**src/rtl/sap_ram_pkg.sv**
```systemverilog
// Shared types and default sizes for the SAP program/data RAM.
// Optional feature macro used by this block: SAP_RAM_INV_OUT_EN.
package sap_ram_pkg;

  typedef enum logic {
    ST_IDLE  = 1'b0,
    ST_CLEAR = 1'b1
  } sap_ram_state_t;

  localparam int SAP_RAM_DATA_W = 8;
  localparam int SAP_RAM_ADDR_W = 4;

endpackage : sap_ram_pkg

```
**src/rtl/sap_ram_array.sv**
```systemverilog
// Bare DEPTH x DATA_W storage: one synchronous write port, one combinational
// read port. Contents are deliberately not reset; the top clears them.
module sap_ram_array #(
  parameter int DATA_W = 8,
  parameter int ADDR_W = 4
) (
  input  logic              clk,
  input  logic              we,
  input  logic [ADDR_W-1:0] waddr,
  input  logic [DATA_W-1:0] wdata,
  input  logic [ADDR_W-1:0] raddr,
  output logic [DATA_W-1:0] rdata
);

  localparam int DEPTH = 2 ** ADDR_W;

  logic [DATA_W-1:0] mem_q [DEPTH];

  // Store one word per cycle when the write port is enabled.
  always_ff @(posedge clk) begin
    if (we) begin
      mem_q[waddr] <= wdata;
    end
  end

  assign rdata = mem_q[raddr];

endmodule : sap_ram_array

```
**src/rtl/sap_ram_sync.sv**
```systemverilog
// Single-port synchronous RAM for the SAP datapath: clocked write, registered
// read with a one-cycle valid strobe, and a power-on clear sequencer.
// Macro SAP_RAM_INV_OUT_EN: when defined, reads return inverted data and the
// output register resets to all ones ('189-compatible); storage is always true data.
module sap_ram_sync
  import sap_ram_pkg::*;
#(
  parameter int DATA_W     = SAP_RAM_DATA_W,
  parameter int ADDR_W     = SAP_RAM_ADDR_W,
  parameter int INIT_CLEAR = 1
) (
  input  logic              clk,
  input  logic              rst,
  input  logic              cs_n,
  input  logic              we_n,
  input  logic [ADDR_W-1:0] addr,
  input  logic [DATA_W-1:0] din,
  output logic [DATA_W-1:0] dout,
  output logic              rd_valid,
  output logic              busy,
  output logic              req_drop
);

  localparam logic [ADDR_W-1:0] LAST_PTR = {ADDR_W{1'b1}};
  localparam sap_ram_state_t RST_STATE = (INIT_CLEAR != 0) ? ST_CLEAR : ST_IDLE;
`ifdef SAP_RAM_INV_OUT_EN
  localparam logic [DATA_W-1:0] DOUT_RST = {DATA_W{1'b1}};
`else
  localparam logic [DATA_W-1:0] DOUT_RST = {DATA_W{1'b0}};
`endif

  sap_ram_state_t    state_q,    state_d;
  logic [ADDR_W-1:0] clr_ptr_q,  clr_ptr_d;
  logic [DATA_W-1:0] dout_q,     dout_d;
  logic              rd_valid_q, rd_valid_d;
  logic              req_drop_q, req_drop_d;

  logic              arr_we_s;
  logic [ADDR_W-1:0] arr_waddr_s;
  logic [DATA_W-1:0] arr_wdata_s;
  logic [DATA_W-1:0] arr_rdata_s;
  logic [DATA_W-1:0] rd_word_s;

  sap_ram_array #(
    .DATA_W (DATA_W),
    .ADDR_W (ADDR_W)
  ) u_array (
    .clk   (clk),
    .we    (arr_we_s),
    .waddr (arr_waddr_s),
    .wdata (arr_wdata_s),
    .raddr (addr),
    .rdata (arr_rdata_s)
  );

`ifdef SAP_RAM_INV_OUT_EN
  assign rd_word_s = ~arr_rdata_s;
`else
  assign rd_word_s = arr_rdata_s;
`endif

  // Next-state logic: clear sequencer owns the write port while busy,
  // otherwise accept one user read or write per cycle.
  always_comb begin
    state_d     = state_q;
    clr_ptr_d   = clr_ptr_q;
    dout_d      = dout_q;
    rd_valid_d  = 1'b0;
    req_drop_d  = 1'b0;
    arr_we_s    = 1'b0;
    arr_waddr_s = addr;
    arr_wdata_s = din;
    case (state_q)
      ST_CLEAR: begin
        arr_we_s    = 1'b1;
        arr_waddr_s = clr_ptr_q;
        arr_wdata_s = {DATA_W{1'b0}};
        req_drop_d  = ~cs_n;
        if (clr_ptr_q == LAST_PTR) begin
          state_d   = ST_IDLE;
          clr_ptr_d = {ADDR_W{1'b0}};
        end else begin
          state_d   = ST_CLEAR;
          clr_ptr_d = clr_ptr_q + ADDR_W'(1);
        end
      end
      ST_IDLE: begin
        if (!cs_n) begin
          if (!we_n) begin
            arr_we_s = 1'b1;
          end else begin
            dout_d     = rd_word_s;
            rd_valid_d = 1'b1;
          end
        end else begin
          arr_we_s = 1'b0;
        end
      end
      default: begin
        state_d   = ST_IDLE;
        clr_ptr_d = {ADDR_W{1'b0}};
      end
    endcase
  end

  // State, clear pointer and output registers with asynchronous reset.
  always_ff @(posedge clk or posedge rst) begin
    if (rst) begin
      state_q    <= RST_STATE;
      clr_ptr_q  <= {ADDR_W{1'b0}};
      dout_q     <= DOUT_RST;
      rd_valid_q <= 1'b0;
      req_drop_q <= 1'b0;
    end else begin
      state_q    <= state_d;
      clr_ptr_q  <= clr_ptr_d;
      dout_q     <= dout_d;
      rd_valid_q <= rd_valid_d;
      req_drop_q <= req_drop_d;
    end
  end

  assign dout     = dout_q;
  assign rd_valid = rd_valid_q;
  assign req_drop = req_drop_q;
  assign busy     = (state_q == ST_CLEAR);

endmodule : sap_ram_sync

```
**config.mk**
```make
export PLATFORM = sky130hd
export DESIGN_NAME = sap_ram_sync
export DESIGN_NICKNAME = d
export VERILOG_FILES = /design/src/rtl/sap_ram_pkg.sv /design/src/rtl/sap_ram_array.sv /design/src/rtl/sap_ram_sync.sv
export SDC_FILE = /design/constraint.sdc
export NUM_CORES = 1
export LEC_CHECK = 0
export ABC_AREA = 1
export CORE_ASPECT_RATIO = 1.4
export CORE_UTILIZATION = 40
export DETAILED_ROUTE_END_ITERATION = 6
export HOLD_SLACK_MARGIN = 0.03
export SLEW_MARGIN = 20
export SYNTH_ARGS = -nofsm -noshare
export SYNTH_HDL_FRONTEND = slang
export SYNTH_HIERARCHICAL = 1
export SYNTH_SLANG_ARGS = --single-unit
```
**constraint.sdc**
```tcl
create_clock -name clk -period 4.4 [get_ports clk]
set_input_delay 1.1 -clock clk [delete_from_list [all_inputs] [get_ports clk]]
set_output_delay 1.1 -clock clk [all_outputs]
set_load 0.005 [all_outputs]
```
# After elaboration in Yosys (flattened, before gate mapping)
# Memories as Yosys holds them, arrays and structs flattened. A register that Yosys moved wholly into a read port is not among the register bits.
# Cells that the tools add are included.
totals:
  regBits: 7
  mem_bits_rw: 128
  inputBits: 16
  output_inout_bits: 11
  word_cells: 24
  memories: 1
memory_table:
  columns: ["memory", "depth", "word_bits", "rd", "rd_ports_with_merged_regs", "wr", "line_no", "text"]
  rows:
  - ["u_array.mem_q", 16, 8, 1, 1, 1, "sap_ram_array.sv:17", "logic [DATA_W-1:0] mem_q [DEPTH];"]
classes:
  n_addsub: 1
  n_eq_ne: 1
  mux: 14
  bitwise_logic: 2
  n_reduce_logical: 1
op_table:
  columns: ["op", "n"]
  rows:
  - ["1-bit 2-to-1 mux", 10]
  - ["4-bit 2-to-1 mux", 2]
  - ["8-bit 2-to-1 mux", 1]
  - ["4-bit by 1-bit adder with 4-bit output (second input constant)", 1]
  - ["4-bit == test (second input constant)", 1]
  - ["3-bit AND reduction", 1]
  - ["1-bit inverter", 2]
  - ["1-bit one-hot mux with 2 select lines", 1]

# Depth between registers and ports, before layout
depth:
  word_depth: 5
  ltp_mapped: 10
  depth_no_buf: 9

# Modules after synthesis
# The synthesis kept the hierarchy.
by_module_without_submodules:
  columns: ["mod", "instances", "cells_per_inst", "area_per_inst_um2", "seq_area_each_um2"]
  rows:
  - ["sap_ram_array", 1, 543, 5606.6, 3843.7]
  - ["sap_ram_sync", 1, 98, 762.0, 376.6]

# Worst setup path after synthesis
# Ideal clock, no wire load.
synth_path:
  path_type: "input port to flip-flop"
  startpoint: "input we_n"
  endpoint: "memory u_array.mem_q[12][0], enable pin"
  setup_time_ns: 0.370
  arrival_ns: 1.966
  t_required_ns: 4.030
  setup_slack_ns: 2.064
  cell_stages: 3
  n_path_buf: 0
  cell_sequence: "o21ai_0 nand3_1 nor2_1"
synth_between:
  elab_chain_len: 5
synth_lines:
  columns: ["element", "line_no", "text"]
  rows:
  - ["start, declared", "sap_ram_sync.sv:15", "input logic we_n,"]
  - ["1-bit 2-to-1 mux", "sap_ram_sync.sv:89", "if (!we_n) begin"]
  - ["1-bit 2-to-1 mux", "sap_ram_sync.sv:88", "if (!cs_n) begin"]
  - ["1-bit one-hot mux with 2 select lines", "sap_ram_sync.sv:73", "case (state_q)"]
  - ["1-bit 2-to-1 mux", "sap_ram_array.sv:21", "if (we) begin"]
  - ["1-bit 2-to-1 mux (implied by the code)", "sap_ram_array.sv:22", "mem_q[waddr] <= wdata;"]
  - ["end, declared", "sap_ram_array.sv:17", null]
# No other way between the ends.

# Worst setup path in the final report
layout_path:
  startpoint: "input cs_n"
  endpoint: "memory u_array.mem_q[10][5], enable pin"
layout_between:
  elab_chain_len: 4
layout_lines:
  columns: ["element", "line_no", "text"]
  rows:
  - ["start, declared", "sap_ram_sync.sv:14", "input logic cs_n,"]
  - ["1-bit 2-to-1 mux", "sap_ram_sync.sv:88", null]
  - ["1-bit one-hot mux with 2 select lines", "sap_ram_sync.sv:73", null]
  - ["named net arr_we_s", "sap_ram_sync.sv:38", "logic arr_we_s;"]
  - ["1-bit 2-to-1 mux", "sap_ram_array.sv:21", null]
  - ["1-bit 2-to-1 mux (implied by the code)", "sap_ram_array.sv:22", null]
# The timed path passes the listed nets, and every way through them passes these cells.

==> results.toml <==
[power_and_ir_drop]
powerDensity_nw_per_um2 = 424
seqPwrFrac = 0.487
power.total_mw = 3.10
swShare = 0.214
intPower_mw = 2.43
p_sw_mw = 0.664
combPwrFrac = 0.067
ir_worst_vdd_v = 0.000273
clkPwrFrac = 0.445
power_leakage_nw = 3.21

[setup_path]
critPathMaxFanout = 8
r2r_cells = 4
cp_slowest_stage_delay_ps = 680
worstReg2RegStart = "busy"
path_delay_family = "simple AND/OR/NAND/NOR gates"
end_kind = "flop"
worstPathArrival_ps = 3220
critPathLaunchType = "input pin"
cp_cell_sequence = "clkdlybuf4s50_1 -> o21ai_0 -> nand3b_1 -> nor2_1"
cp_num_buf_inv = 1
rrSetupSlack_ps = 1800
worst-setup-path-type = "in2reg"
r2r_end = "u_array/mem_q[10][5]"
slowest_stage = "o21ai_0"
crit_required_ps = 4440

[cells_and_area]
final_util = 0.468
antenna_cells = 0
drive_gt1_frac = 0.0710
fin_area_um2 = 7310
area_delta_synth_final_pct = 14.7
fill_cells = 1432
nets = 680

[global_routing]
grt_pass1_vias = 4196
antenna_found_initial = 0
grt_max_degree = 65
gr-total-overflow = 0
grt_pass1_wl_um = 22000
track_usage = 0.190

[min_path]
min_path_cells = 2
min_from = "dout[4]"
hold_end = "dout[4]"
min_path_type = "reg2reg"

[yosys]
syn_nets = 658
synth_top_area_frac = 0.604
synth_seq_cells = 143
ys_warn_count = 6
seq_area_frac_synth = 0.663
ys.flop_type = "edfxtp_1"
avgSynthCellArea_um2 = 9.94
async_flop_share = 0.105
netlist_area_um2 = 6370
yosysMostFrequentCell = "nand2_1"
synth_commonest_cells = "nand2_1 (218), edfxtp_1 (128), inv_1 (115)"
synth-edff-count = 128
synth_area_leaders = "edfxtp_1 (60%), nand2_1 (13%), nand3_1 (7.8%)"
yosysTopAreaCell = "edfxtp_1"
netlist_instances = 641
synth.distinct_cells = 22

[clock_network]
clkSinkCount = 143
clock_path_buffers = 2
cts_setup_buffers = 0
cts_buffers = 17
cts_tree = "built"
htree_levels = 4
cts_root_buf = "clkbuf_16"
clk_latency_ps = 410
ctsResizeCount = 0
path_clk_slew_ps = 50
postCtsHoldBufs = 0

[timing]
post-route-period-util = 0.723
setup_viol_count_final = 0
fmax_mhz = 314
fin_setup_tns_ps = 0
period_minus_slack_ps = 3180
relSlewSlack = 0.327
finalHoldViolations = 0
drv_slew = 0
finClkSkew_ps = 9.05
worst_pin_slew_ps = 1010
rsz0062_at_grt = "false"

[drt]
drc_errors = 0
num_vias = 4297
vias_per_cell = 4.93
drt_wl_total_um = 14400
drt_iter0_drc = 365
post_drt_wl_per_cell_um = 16.5
first_pass_iters = 6
ant_nets = 0

[floorplan]
row_count = 54
start_util = 0.408
die-area_um2 = 16400
fp.dieH_um = 151
coreArea_um2 = 15600
fp.dieW_um = 109
io_pins = 27

[status]
outcome = "finished, final reports clean"

[run]
maxCapViolCount = 0

[placed_design]
place_congestion = 0.922
placed_area_um2 = 6730
hpwl_um = 9620
io_buffers = 26
flip-flops by register name, summed over array words and instances, names as in the netlist:
register and cells:
u_array/mem_q 128, dout 8, clr_ptr_q 4, busy 1
rd_valid 1, req_drop 1
metal layers:
| layer | GRT usage | vias to the layer above | wire length [um] |
|---|---|---|---|
| met5 | 0 | - | 0 |
| met4 | 0.0946 | 0 | 471 |
| met3 | 0.0392 | 30 | 616 |
| met2 | 0.324 | 141 | 7540 |
| met1 | 0.225 | 2041 | 5790 |
| li1 | - | 2085 | - |
worst max path at each step:
stage	from	slack, ps	to	cells past startpoint
floorplan	we_n	2060	u_array/mem_q[12][0]	3
global placement	cs_n	860	u_array/mem_q[11][1]	4
detailed placement	cs_n	850	u_array/mem_q[10][2]	4
CTS	cs_n	1260	u_array/mem_q[10][4]	4
global route	addr[1]	1160	u_array/mem_q[4][5]	6
finish	cs_n	1220	u_array/mem_q[10][5]	4
placed cells by master (no fill, tap or decap), drive strengths merged, types with 2 or more instances in the layout:
| cell type | n |
|---|---|
| clkinvlp | 2 |
| inv | 119 |
| nor2 | 27 |
| dfrtp | 14 |
| nand3b | 2 |
| nand2 | 220 |
| nand3 | 99 |
| clkinv | 6 |
| clkdlybuf4s50 | 25 |
| bufinv | 2 |
| buf | 4 |
| edfxtp | 128 |
| clkbuf | 22 |
cell families after synthesis:
group	count (synthesis)	share of synthesized area
compound gates	1	0.000785
xor+xnor	1	0.00138
fa+ha+maj	1	0.00196
buf+inv	145	0.101
flops	143	0.663
mux	1	0.00157
simple gates	349	0.231
power groups by stage:
stage	Clock, mW	Combinational [mW]	Sequential [mW]
floorplan	0	0.121	1.54
global placement	0	0.208	1.54
detailed placement	0	0.208	1.54
CTS	1.40	0.209	1.51
global route	1.46	0.230	1.51
finish	1.38	0.208	1.51
layout make-up:
type	instances	area, um^2	share of cell area
multi-input cells	353	1530	0.209
inverters	119	457	0.0625
well taps	196	245	0.0336
flip-flops and latches	143	4220	0.578
repair buffers	29	278	0.0380
clock buffers	22	464	0.0635
clock inverters	10	115	0.0158
worst min-delay path, cell delays in order, from the launching register on:
cell and delay, ps:
dfrtp_1 340, nand2_1 50, nand2_1 60
through the flow:
stage / worst slack [ps] / hold WS (ps) / instances
floorplan: 2060 / 472 / 641
global placement: 864 / 467 / 840
detailed placement: 846 / 469 / 840
CTS: 1260 / 484 / 872
global route: 1160 / 522 / 872
finish: 1220 / 480 / 872
(Power assumes the default switching activity.)
==> RTL edit (same settings) <==
Reset style: synchronous (`rst`), changed in one clocked block. Comments in the files are not updated.
--- a/src/rtl/sap_ram_sync.sv
+++ b/src/rtl/sap_ram_sync.sv
@@ -105,5 +105,5 @@
 
   // State, clear pointer and output registers with asynchronous reset.
-  always_ff @(posedge clk or posedge rst) begin
+  always_ff @(posedge clk) begin
     if (rst) begin
       state_q    <= RST_STATE;
Check against the original RTL: differs if rst is asserted again (counterexample within 4 cycles, from zero or initial values and one cycle with rst high); with rst held inactive, the same outputs for 10 cycles.
==> RTL edit against the unedited design <==
  * Clock skew is 3.5 ps lower
  * Power is 6.4% higher
  * Critical path depth stayed put
  * Non-clock buffer count is 1 lower
  * Wire length is 1.4% higher
  * Sequential share of layout area is 1.5 points lower
  * Die area is 0.30% lower
  * Setup slack better by 120 ps
  * Utilization is 0.60 points higher
  * Cell area is 0.84% higher
  * Area after synthesis is 0.31% lower
  * Sequential cell count stayed put
  * Highest routed layer unchanged
==> RTL edit: results (changes against the unedited design) <==
stage;metric;value;unit;change
critical_path;max incr delay on CP;600;ps;was 680 ps
routing;met1 wire length;5700;um;was 5790 um
cells_and_area;layout cells sized above 1;7.09;%;was 7.10%
sta;Tightest Pin Transition;1040;ps;was 1010 ps
logic_synthesis;Post-Synth Adder-Cell Area;0.197;%;was 0.196%
placed_design;placed cell count;855;;was 840
logic_synthesis;post-synthesis mux area share;0;%;was 0.157%
logic_synthesis;fraction of synthesis flops using an asynchronous set or reset pin;0;%;was 10.5%
grt;global-route usage over all layers;19.2;%;was 19.0%
grt;first-pass GRT wire length;22300;um;was 22000 um
placed_design;pre-CTS WS;983;ps;was 846 ps
routing;DRT iter0 DRCs;308;;was 365
power_and_ir_drop;leakage power;3.21;nW;about the same
logic_synthesis;post-synth net total;676;;was 658
sta;final setup skew;5.55;ps;was 9.05 ps
grt;met2 Resource Use GR;33.9;%;was 32.4%
critical_path;WP data arrival;3110;ps;was 3220 ps
placed_design;GP Congestion;0.905;;was 0.922
grt;grt met3 use;3.79;%;was 3.92%
logic_synthesis;Synth area leaders;edfxtp_1 61%, nand2_1 12%, nand3_1 7.8%;;was edfxtp_1 60%, nand2_1 13%, nand3_1 7.8%
outcome;status;completed;;unchanged
routing;drt first pass iters;7;;was 6
cells_and_area;nets@finish;695;;was 680
routing;routed wire length;14600;um;was 14400 um
logic_synthesis;xor/xnor share of the synthesized area;0;%;was 0.138%
cells_and_area;Layout fillers;1421;;was 1432
power_and_ir_drop;Max VDD drop;277;uV;was 273 uV
logic_synthesis;Compound-Gate Fraction of Synth Area;0.473;%;was 0.0786%
grt;vias in the first global route;4206;;was 4196
routing;WL per Instance;16.5;um;about the same
routing;Vias/cell;4.92;;was 4.93
## RTL edit: cell types whose count changed after synthesis, moves of 2 or more
cell	unedited run	this run
a21oi_1	0	3
buf_2	13	15
dfrtp_1	14	0
dfxtp_1	0	15
inv_1	115	120
inv_6	2	0
nand2_1	218	205
nor2_1	26	49
o21ai_0	1	3
## RTL edit: path summary, 6_finish.rpt
kind                start                   to  slack [ps]  depth (start not counted)
max                  we_n  u_array/mem_q[9][7]        1340                          4
max reg2reg          busy  u_array/mem_q[9][7]        1810                          4
min reg2reg  clr_ptr_q[0]         clr_ptr_q[0]         490                          2
min          clr_ptr_q[0]         clr_ptr_q[0]         490                          2
## RTL edit: area by class of cell
type	instances	area (sq um)	area share [%]
inverters	123	469	6.37
clock buffers	17	425	5.77
well taps	196	245	3.33
clock inverters	15	256	3.48
repair buffers	28	270	3.67
flip-flops and latches	143	4140	56.2
multi-input cells	365	1560	21.1
## RTL edit: worst register-to-register path: stages, from the launching register on
cell and delay [ps]:
dfxtp_1 870, inv_8 100, o21ai_0 320, nand3b_1 350, nor2_1 600
## RTL edit: logic make-up after synthesis
logic type / count (synthesis)
AND/OR/NAND/NOR: 358
AO/OA/AOI/OAI: 6
buffers and inverters: 151
adder cells (fa/ha/maj): 1
flip-flops: 143
## RTL edit: stage by stage
| stage | hold slack [ps] | instance area, sq um |
|---|---|---|
| 2_1_floorplan | 456 | 6350 |
| 3_3_place_gp | 473 | 6690 |
| 3_5_place_dp | 486 | 6690 |
| 4_1_cts | 496 | 7370 |
| 5_1_grt | 526 | 7370 |
| 6_report | 494 | 7370 |
## RTL edit: report_power, final
group	switching, mW	internal, mW
logic	0.120	0.0519
registers	0.00796	1.49
clock network	0.554	1.07
